[config.mk]
export PLATFORM = sky130hd
export DESIGN_NAME = tdm_demux1x2_rx
export DESIGN_NICKNAME = d
export VERILOG_FILES = /design/src/rtl/tdm_demux1x2_rx.sv
export SDC_FILE = /design/constraint.sdc
export NUM_CORES = 1
export LEC_CHECK = 0
export ABC_AREA = 1
export CAP_MARGIN = 5
export CORE_MARGIN = 2
export CORE_UTILIZATION = 45
export DETAILED_ROUTE_END_ITERATION = 16
export PLACE_DENSITY = 0.68
export RECOVER_POWER = 50
export SYNTH_ARGS = -nofsm -noshare
export SYNTH_HDL_FRONTEND = slang
export SYNTH_SLANG_ARGS = --single-unit
[constraint.sdc]
create_clock -name clk -period 3.6 [get_ports clk]
set_clock_uncertainty 0.05 [all_clocks]
set_input_delay 0.72 -clock clk [delete_from_list [all_inputs] [get_ports clk]]
set_output_delay 0.72 -clock clk [all_outputs]
set_load 0.005 [all_outputs]
[src/rtl/tdm_demux1x2_rx.sv]
// tdm_demux1x2_rx: rebuilds two W-bit channel words from a sync-framed, bit-interleaved
// 2-channel TDM stream and presents them together with a one-cycle valid strobe.
module tdm_demux1x2_rx #(
  parameter int W = 8
) (
  input  logic         clk,
  input  logic         rst_n,
  input  logic         en,
  input  logic         sync,
  input  logic         d,
  output logic [W-1:0] y0,
  output logic [W-1:0] y1,
  output logic         valid,
  output logic         busy,
  output logic         err
);
  localparam int CW = $clog2(2*W);
  localparam logic [CW-1:0] LAST = CW'(2*W-1);
  typedef enum logic {IDLE, RECV} state_t;
  state_t state_q, state_d;
  logic [CW-1:0] cnt_q, cnt_d;
  logic [W-1:0] sh0_q, sh0_d, sh1_q, sh1_d, y0_q, y0_d, y1_q, y1_d;
  logic valid_q, valid_d, err_q, err_d;
  logic start, step, last;
  always_comb begin
    start   = en && sync;
    step    = en && !sync && state_q == RECV;
    last    = step && cnt_q == LAST;
    state_d = start ? RECV : last ? IDLE : state_q;
    cnt_d   = start ? CW'(1) : last ? '0 : step ? cnt_q + CW'(1) : cnt_q;
    sh0_d   = start ? {{(W-1){1'b0}}, d} : step && !cnt_q[0] ? {sh0_q[W-2:0], d} : sh0_q;
    sh1_d   = start ? '0 : step && cnt_q[0] ? {sh1_q[W-2:0], d} : sh1_q;
    // The last bit is the ch1 LSB, so y1 takes the shifted value including it.
    y0_d    = last ? sh0_q : y0_q;
    y1_d    = last ? sh1_d : y1_q;
    valid_d = last;
    err_d   = start && state_q == RECV;
  end
  always_ff @(posedge clk) begin
    if (!rst_n) begin
      state_q <= IDLE;
      cnt_q   <= '0;
      sh0_q   <= '0;
      sh1_q   <= '0;
      y0_q    <= '0;
      y1_q    <= '0;
      valid_q <= 1'b0;
      err_q   <= 1'b0;
    end else begin
      state_q <= state_d;
      cnt_q   <= cnt_d;
      sh0_q   <= sh0_d;
      sh1_q   <= sh1_d;
      y0_q    <= y0_d;
      y1_q    <= y1_d;
      valid_q <= valid_d;
      err_q   <= err_d;
    end
  end
  assign y0    = y0_q;
  assign y1    = y1_q;
  assign valid = valid_q;
  assign err   = err_q;
  assign busy  = state_q == RECV;
endmodule
==> impl_metrics.env <==
export IMPL_synthesis_area_mm2=0.001619
export IMPL_cts_sinks=39
export IMPL_avgSynthCellArea_um2=8.521
export IMPL_startpoint_type="input pin"
export IMPL_p_int_mw=0.5653
export IMPL_nNetsFinal=220
export IMPL_numCtsBuffers=5
export IMPL_grtUsageTotal=0.1713
export IMPL_cts_root_buf="clkbuf_4"
export IMPL_synth_nets=196
export IMPL_cts_setup_buffers=0
export IMPL_core_mm2=0.003390
export IMPL_num_vias=1269
export IMPL_ys_seq_area_frac=0.4822
export IMPL_die_w_um=63.98
export IMPL_vias_per_cell=4.862
export IMPL_min_delay_start="sh0_q[6]$_SDFFE_PP0P_"
export IMPL_syn2layout_area_growth_pct=17.39
export IMPL_cts_max_level=2
export IMPL_postCtsHoldBufs=0
export IMPL_yosys_warnings=0
export IMPL_yosysTopAreaCell="dfxtp_1"
export IMPL_pwr_share_comb=0.056
export IMPL_clk_transition_reported_paths_ns=0.11
export IMPL_grt_max_degree=27
export IMPL_worstMarginPinSlew_ns=1.114
export IMPL_cp_required_ns=3.79
export IMPL_drtAntennaViolNets=0
export IMPL_wl_per_cell_um=12.11
export IMPL_tns_ns=0
export IMPL_drc=0
export IMPL_drive_above_1_share=0.1442
export IMPL_numPortBuffers=23
export IMPL_critPathLaunch="en"
export IMPL_crit_arrival_ns=2.90
export IMPL_swShare=0.2322
export IMPL_drt_total_wl_mm=3.161
export IMPL_status="completed"
export IMPL_power_frac_seq=0.601
export IMPL_drt_iter0_drc=65
export IMPL_fin_crit_ns=2.709
export IMPL_ys_ff_latch=39
export IMPL_hold_viol_final=0
export IMPL_grt_ovfl_total=0
export IMPL_pwr_density_cell_mw_per_mm2=387.4
export IMPL_row_count=21
export IMPL_rr_startpoint="cnt_q[0]$_SDFFE_PN0P_"
export IMPL_max_freq_mhz=369.2
export IMPL_yosysUniqueCellTypes=26
export IMPL_peakVddDrop_uv=245.8
export IMPL_io_pins=24
export IMPL_antenna_found_initial=0
export IMPL_place_gp_congestion=0.7796
export IMPL_grt_first_pass_wirelength_mm=5.340
export IMPL_p_leak_nw=0.8405
export IMPL_rrSetupSlack_ns=1.07
export IMPL_crit_fanout=26
export IMPL_start_util=0.4777
export IMPL_cts_max_path_buffers=2
export IMPL_post_cts_resized=0
export IMPL_synth_area_top_cells="dfxtp_1 48%, nor2_1 9.3%, nand3_1 5.6%, nand2_1 4.4%, a21oi_2 3.8%"
export IMPL_finish_utilization=0.5607
export IMPL_drv_cap=0
export IMPL_dieArea_mm2=0.004093
export IMPL_worstSetupPathType="input pin to register"
export IMPL_syn_inst=190
export IMPL_hpwl_mm=2.253
export IMPL_hold_path_class="register to register"
export IMPL_n_antenna_cell=0
export IMPL_rsz0062_at_grt="no"
export IMPL_drtPass1Iterations=4
export IMPL_relSlewSlack=0.2568
export IMPL_critPathCaptureType="register"
export IMPL_grt_pass1_vias=1162
export IMPL_setup_viol=0
export IMPL_power_switching_mw=0.1710
export IMPL_clock_latency_ns=0.35
export IMPL_clockPowerShare=0.343
export IMPL_fin_crit_sh=0.7524
export IMPL_slew_viol_final=0
export IMPL_die_y_um=63.98
export IMPL_cts_tree="yes"
export IMPL_netlist_area_leader_share=0.4822
==> cells in the final DEF (no fill, tap or decap), drive strengths merged <==
| cell | netlist | layout |
|---|---|---|
| clkbuf | 2 | 8 |
| nor2 | 43 | 43 |
| nand2 | 24 | 24 |
| dlygate4sd3 | 0 | 19 |
| nand3 | 20 | 20 |
| dfxtp | 39 | 39 |
| inv | 16 | 16 |
| clkinv | 1 | 1 |
| ha | 1 | 1 |
| nand4 | 1 | 1 |
| nor3 | 2 | 2 |
| a21oi | 13 | 13 |
| o21ai | 23 | 23 |
| clkdlybuf4s50 | 0 | 4 |
| a21boi | 1 | 1 |
==> state kept, by name, indices dropped and copies added, names as in the netlist <==
name and flops:
busy 1, sh0_q 8, y1 8, cnt_q 4
valid 1, sh1_q 8, err 1, y0 8
==> critical path: stages <==
cell and delay (ns):
dlygate4sd3_1 0.68, nand3_4 0.13, nor2_2 0.85, inv_2 0.23
nor2_1 0.21, nor2_1 0.07
==> power by group through the flow <==
stage,clock (mW),combinational [mW],sequential [mW]
after floorplan,0,0.0304,0.449
after global placement,0,0.0411,0.452
after detailed placement,0,0.0424,0.452
after CTS,0.258,0.0423,0.442
after global routing,0.279,0.0462,0.444
final,0.252,0.0415,0.442
==> final timing paths <==
path	end	cells after the start
min	sh0_q[6]$_SDFFE_PP0P_	2
max	y0[7]$_SDFFE_PN0P_	6
max reg2reg	y0[7]$_SDFFE_PN0P_	6
min reg2reg	sh0_q[6]$_SDFFE_PP0P_	2
==> synthesized netlist by cell type <==
| master | n |
|---|---|
| buf_12 | 2 |
| ha_1 | 1 |
| a21boi_0 | 1 |
| clkinv_8 | 1 |
| a21oi_1 | 6 |
| nand3_2 | 1 |
| o21ai_2 | 4 |
| nor3_1 | 2 |
| nand2_8 | 1 |
| buf_2 | 2 |
| dfxtp_1 | 39 |
| o21ai_0 | 11 |
| nand3_4 | 1 |
| nand2_1 | 19 |
| inv_1 | 14 |
| a21oi_2 | 7 |
| nand2_2 | 2 |
| nand3_1 | 18 |
| clkbuf_1 | 2 |
| inv_2 | 2 |
| nand4_2 | 1 |
| nor2_2 | 1 |
| nor2_8 | 2 |
| o21ai_1 | 8 |
| nor2_1 | 40 |
| nand2_4 | 2 |
==> metrics by stage <==
step | setup slack (ns) | hold WS [ns] | total power [mW] | cells | instance area [um^2]
global placement | 1.179 | 0.4298 | 0.4935 | 253 | 1849
finish | 0.8913 | 0.4548 | 0.7363 | 261 | 1901
global route | 0.7091 | 0.4860 | 0.7694 | 261 | 1901
CTS | 1.429 | 0.4510 | 0.7431 | 261 | 1918
floorplan | 2.141 | 0.4039 | 0.4794 | 190 | 1619
detailed placement | 1.122 | 0.4351 | 0.4947 | 253 | 1849
==> area by class of cell <==
cell class	instances	area (um^2)
Multi-Input combinational cell	128	686.9
Inverter	17	76.32
Tap cell	46	57.56
Clock buffer	8	68.82
Sequential cell	39	780.7
Fill cell	321	1489
Timing Repair Buffer	23	230.2
==> routing by layer <==
layer	vias to the layer above	GRT usage	wire, um
li1	672	-	-
met1	575	0.2149	1525
met2	17	0.2630	1444
met3	5	0.06690	137
met4	0	0.06793	54
met5	-	0	0
==> logic make-up (layout without fill, tap and decap cells) <==
| logic type | Yosys count | in the layout | share of synthesized area |
|---|---|---|---|
| AND/OR/NAND/NOR | 90 | 90 | 0.2859 |
| flip-flops | 39 | 39 | 0.4822 |
| AO/OA/AOI/OAI | 37 | 37 | 0.1414 |
| buffers and inverters | 23 | 48 | 0.08270 |
| adder cells (fa/ha/maj) | 1 | 1 | 0.007727 |
Note: power is estimated with default switching activity, not from simulation.
